## config.mk

```make
export PLATFORM = sky130hd
export DESIGN_NAME = instr_fetch_unit
export DESIGN_NICKNAME = d
export VERILOG_FILES = /design/src/rtl/instr_fetch_unit.sv
export SDC_FILE = /design/constraint.sdc
export NUM_CORES = 1
export LEC_CHECK = 0
export BUFFER_PORTS_ARGS = -buffer_cell sky130_fd_sc_hd__buf_2
export CAP_MARGIN = 10
export CORE_MARGIN = 4
export CORE_UTILIZATION = 48
export DETAILED_ROUTE_END_ITERATION = 10
export GPL_TIMING_DRIVEN = 0
export PLACE_DENSITY = 0.74
export SLEW_MARGIN = 10
export SYNTH_ARGS = -nofsm -noshare
export SYNTH_HDL_FRONTEND = slang
export SYNTH_SLANG_ARGS = --single-unit
```

## constraint.sdc

```tcl
create_clock -name clk -period 1.7 [get_ports clk]
set_input_delay 0.17 -clock clk [delete_from_list [all_inputs] [get_ports clk]]
set_output_delay 0.17 -clock clk [all_outputs]
set_load 0.01 [all_outputs]
```

## src/rtl/instr_fetch_unit.sv

```systemverilog
// instr_fetch_unit: instruction fetch stage of the 16-bit TSC pipeline.
//
// The unit owns the PC and issues read requests to instruction memory using the
// i_readM/inputReady handshake. It keeps the fetched word in the IF/ID register.
// It handles decode stalls, flushes and branch/jump redirects, and no instruction
// is lost or duplicated along the way.
//
// Ports:
//   clk, reset_n      clock (posedge) and asynchronous active-low reset
//   i_readM           instruction memory read request (FETCH state, out of reset)
//   i_address         fetch address (= pc)
//   i_data            instruction word, valid when inputReady=1
//   inputReady        memory returns i_data this cycle
//   stall             decode cannot accept, so IF/ID is held
//   flush             invalidate IF/ID
//   redirect_valid    load redirect_target into pc (taken branch/jump)
//   redirect_target   new pc value
//   if_id_valid       IF/ID holds a real instruction
//   if_id_instr       instruction to the control unit
//   if_id_pc          address of if_id_instr
//   if_id_pc_next     if_id_pc + 1 (link value), combinational
//   fetch_count       (only with FETCH_COUNT_EN) number of instructions accepted into IF/ID
//
// Optional feature: define FETCH_COUNT_EN to add the fetch_count output and its counter.

module instr_fetch_unit #(
  parameter int unsigned          WORD_SIZE = 16,
  parameter logic [WORD_SIZE-1:0] RESET_PC  = '0
) (
  input  logic                 clk,
  input  logic                 reset_n,
  output logic                 i_readM,
  output logic [WORD_SIZE-1:0] i_address,
  input  logic [WORD_SIZE-1:0] i_data,
  input  logic                 inputReady,
  input  logic                 stall,
  input  logic                 flush,
  input  logic                 redirect_valid,
  input  logic [WORD_SIZE-1:0] redirect_target,
  output logic                 if_id_valid,
  output logic [WORD_SIZE-1:0] if_id_instr,
  output logic [WORD_SIZE-1:0] if_id_pc,
  output logic [WORD_SIZE-1:0] if_id_pc_next
`ifdef FETCH_COUNT_EN
  ,
  output logic [WORD_SIZE-1:0] fetch_count
`endif
);

  typedef enum logic [0:0] {StFetch, StHold} state_e;

  state_e               state_q;
  logic [WORD_SIZE-1:0] pc_q;
  logic [WORD_SIZE-1:0] buf_q;
  logic [WORD_SIZE-1:0] buf_pc_q;
  logic                 valid_q;
  logic [WORD_SIZE-1:0] instr_q;
  logic [WORD_SIZE-1:0] id_pc_q;
`ifdef FETCH_COUNT_EN
  logic [WORD_SIZE-1:0] count_q;
`endif

  always_ff @(posedge clk or negedge reset_n) begin
    if (!reset_n) begin
      state_q  <= StFetch;
      pc_q     <= RESET_PC;
      buf_q    <= '0;
      buf_pc_q <= '0;
      valid_q  <= 1'b0;
      instr_q  <= '0;
      id_pc_q  <= '0;
`ifdef FETCH_COUNT_EN
      count_q  <= '0;
`endif
    end else if (redirect_valid) begin
      // A word returning in this cycle belongs to the wrong path and is dropped.
      // Any parked word is discarded the same way.
      pc_q    <= redirect_target;
      valid_q <= 1'b0;
      state_q <= StFetch;
    end else begin
      unique case (state_q)
        StFetch: begin
          if (inputReady) begin
            pc_q <= pc_q + 1'b1;
            if (stall) begin
              // Decode is busy. Park the word and stop requesting until the stall clears.
              buf_q    <= i_data;
              buf_pc_q <= pc_q;
              state_q  <= StHold;
            end else begin
              instr_q <= i_data;
              id_pc_q <= pc_q;
              valid_q <= 1'b1;
`ifdef FETCH_COUNT_EN
              if (!flush) count_q <= count_q + 1'b1;
`endif
            end
          end else if (!stall) begin
            valid_q <= 1'b0;
          end
        end
        StHold: begin
          if (!stall) begin
            instr_q <= buf_q;
            id_pc_q <= buf_pc_q;
            valid_q <= 1'b1;
            state_q <= StFetch;
`ifdef FETCH_COUNT_EN
            if (!flush) count_q <= count_q + 1'b1;
`endif
          end
        end
        default: state_q <= StFetch;
      endcase
      // flush overrides any load above and always forces a bubble.
      if (flush) valid_q <= 1'b0;
    end
  end

  // The request drops during reset even though the state already reads FETCH.
  assign i_readM       = reset_n && (state_q == StFetch);
  assign i_address     = pc_q;
  assign if_id_valid   = valid_q;
  assign if_id_instr   = instr_q;
  assign if_id_pc      = id_pc_q;
  assign if_id_pc_next = id_pc_q + 1'b1;
`ifdef FETCH_COUNT_EN
  assign fetch_count   = count_q;
`endif

endmodule
```

==> results.md <==
- PortBufs: between 100 and 150
- Status: finished with violations
- Avg WL per Cell: between 15 and 20 µm
- Crit-path cells: and4_4, and3_4, nand4_1, xnor2_1, buf_2
- Failing checks: negative setup slack
- Final Hold Fails: 0
- Die height: 98.4 µm
- Rows: 32
- First-pass GRT wire length: ~16,000 µm
- Global routing usage on met2: 0.322
- Final worst setup slack: -0.0581 ns
- Met1 usage: 0.263
- Grt met3 use: 0.0300
- Final Slew Violations: 0
- Max Cap Viol: 0
- Setup TNS: -0.0613 ns
- Cell Area, Synth: 3920 µm²
- Final Setup Violations: 2
- Diode count: 0
- Vias/cell: around 5.2
- Synthesized flop and latch total: just over 80
- Tightest Pin Transition: about 0.67 ns
- Critical Path RT: about 1.5 ns
- Routed WL: approximately 9700 µm
- Clk_skew: about 0.0074 ns
- Crit end category: output pin
- Later-pin clock latency in the skew report: about 0.34 ns
- Most used routing layer: met2
- Cells after synthesis: 362
- Global-route usage over all layers: 0.197
- Crit-path leading delay family: simple AND/OR/NAND/NOR gates
- Hold Path Class: in -> reg
- Slowest-stage cell, CP: dfrtp_1
- Max Clk Rate: ~0.57 GHz
- WHS: 0.0321 ns
- Detailed Place HPWL: between 6000 and 7000 µm
- Global placement routability congestion: slightly below 0.9
- H-tree depth: 3
- Routed Antenna Nets: 0
- Iteration-0 DRC Markers: 150
- Commonest non-fill, non-tap cells in the layout: 101 x buf_2, 69 x dfrtp_1, 55 x nand2_1
- Crit-path max FO: 4
- Core Region: 7850 µm²
- Syn_nets: ~400
- Layout cells sized above 1: 0.431
- Detailed-route via count: approximately 3,200
- Remaining DRCs: 0
- Unrepaired setup endpoints after global routing: true
- Boundary Pins: around 100
- CP startpoint kind: flip-flop
- Largest net degree at the start of global routing: between 50 and 60
- CTS Buf Count: 9
- Vias in the first global route: about 3,200
- TritonRoute pass-1 iters: 4
- Buf/Inv on CP: 1
- Cell variety after synth: 33
- CTS clock-pin slew for the worst setup and hold paths: roughly 0.08 ns
- Post-synthesis sequential area ratio: 0.523
- Initial core utilization: 0.500
- Root Buffer Master: clkbuf_8
- Num Clock Sinks: 82
- Die area: about 9700 µm²
- Die width: approximately 98 µm
- Max clock buf depth: 2
- Layout area overhead: 32.9%
- WS Path Type: reg -> out
- Nets: 543
- Most common cell after layout, fill and taps aside: buf_2
- Synth area leaders: dfrtp_1 52%, mux2i_1 8.9%, mux2_2 8.6%
- GR Overflow Total: 0
- CP arrival: roughly 1.6 ns
- Largest area contributor in the netlist: dfrtp_1
- Power density over cell area: between 1000 and 1500 nW/µm²
- Leakage: 2.40 nW
- Ys Warns: 0
- Initial antenna violation count: 0
- Peak supply drop: roughly 0.55 mV
- Final period util: 1.03
- Max incr delay on CP: between 0.3 and 0.4 ns
- Period minus WS final: roughly 1.8 ns
- Worst rel slew slack: 0.553
- CTS tree: built
- Mean Syn Cell Area: between 10 and 15 µm²
- Area share of the largest cell type after synthesis: 0.523
==> repair_timing <==
action                     CTS  global route
hold endpoints to repair    32             0
hold buffers                 2             0
gates cloned                 2             1
gates resized for setup     39            18
buffers inserted            15             9
setup endpoints to repair   77            72
pin swaps                    7            11
==> cell families after synthesis <==
kind of cell / count (synthesis) / share of synthesized area
AND/OR/NAND/NOR: 108 / 0.137
flip-flops: 82 / 0.523
multiplexers: 67 / 0.181
AO/OA/AOI/OAI: 50 / 0.0661
buffers and inverters: 28 / 0.0303
XOR/XNOR: 25 / 0.0558
adder cells (fa/ha/maj): 2 / 0.00638
==> worst reg2reg max path: cells and delay by family, from the launching register on <==
| family | cells | cell delay, ns |
|---|---|---|
| DFF | 1 | 0.38 |
| and+or+nand+nor | 3 | 0.97 |
| AOI/OAI and AO/OA | 1 | 0.14 |
| buffers and inverters | 1 | 0.15 |
==> path summary, 6_finish.rpt <==
check                                      startpoint                          to  slack, ns  cells past startpoint
max                           if_id_pc[5]$_DFFE_PN0P_            if_id_pc_next[9]      -0.06                      5
min                                redirect_target[1]    i_address[1]$_DFFE_PN0P_       0.03                      3
max reg2reg                         state_q$_DFF_PN0_   i_address[12]$_DFFE_PN0P_          0                      5
min reg2reg                if_id_instr[0]$_DFFE_PN0P_  if_id_instr[0]$_DFFE_PN0P_       0.48                      2
max in group asynchronous                     reset_n     if_id_pc[7]$_DFFE_PN0P_       0.86                      3
min in group asynchronous                     reset_n    i_address[0]$_DFFE_PN0P_       0.28                      2
==> stage by stage <==
step                      setup slack [ns]  utilization  area (µm²)  std cells  total power, mW
after CTS                          -0.0684        0.645        5060        600             5.39
after detailed placement            -0.334        0.588        4610        567             3.87
after global routing                -0.130        0.664        5210        610             5.73
final                              -0.0581        0.664        5210        610             5.42
after floorplan                   -0.00137            -        3940        362             3.31
after global placement              -0.414        0.584        4580        566             3.80
==> layer usage <==
layer | vias to the layer above | part of all wire
met5 | - | 0
met3 | 12 | 0.047
met2 | 86 | 0.49
met4 | 0 | 0.014
met1 | 1530 | 0.45
li1 | 1532 | -
==> sequential cells by signal (all words and copies together) (netlist names) <==
register     flops
state_q          1
if_id_valid      1
buf_pc_q        16
buf_q           16
if_id_instr     16
if_id_pc        16
i_address       16
==> layout make-up <==
class / count / area, µm²
fill: 651 / 2640
sequential: 82 / 2070
multi-input combinational: 252 / 1850
timing repair buffer: 132 / 812
clock buffer: 12 / 145
buffer: 19 / 130
tap: 102 / 128
clock inverter: 4 / 51.3
inverter: 7 / 26.3
==> synth_stat cells <==
library cell / n
dfrtp_1: 82
nand2_1: 56
o21ai_0: 46
mux2i_1: 35
mux2_2: 30
xnor2_1: 22
clkbuf_1: 15
nor2_1: 14
nand4_1: 8
inv_1: 7
nand3_1: 6
buf_2: 5
nor3_1: 4
nor4_1: 4
and3_1: 3
nor2b_1: 3
xor2_1: 3
ha_1: 2
mux2_1: 2
or3_1: 2
a21oi_1: 1
a221o_1: 1
a22oi_1: 1
a31oi_1: 1
and4_1: 1
buf_6: 1
nand2b_1: 1
nand3_2: 1
nand3_4: 1
nand4b_1: 1
nand4b_2: 1
nor4_4: 1
or4_4: 1
==> report_power, final <==
group | leakage (nW) | total (mW) | internal [mW] | switching [mW]
registers | 0.988 | 2.62 | 2.32 | 0.293
clock network | 0.0966 | 1.42 | 0.721 | 0.694
logic | 1.32 | 1.38 | 0.706 | 0.679
total | 2.40 | 5.42 | 3.75 | 1.67
(Power assumes the default switching activity.)
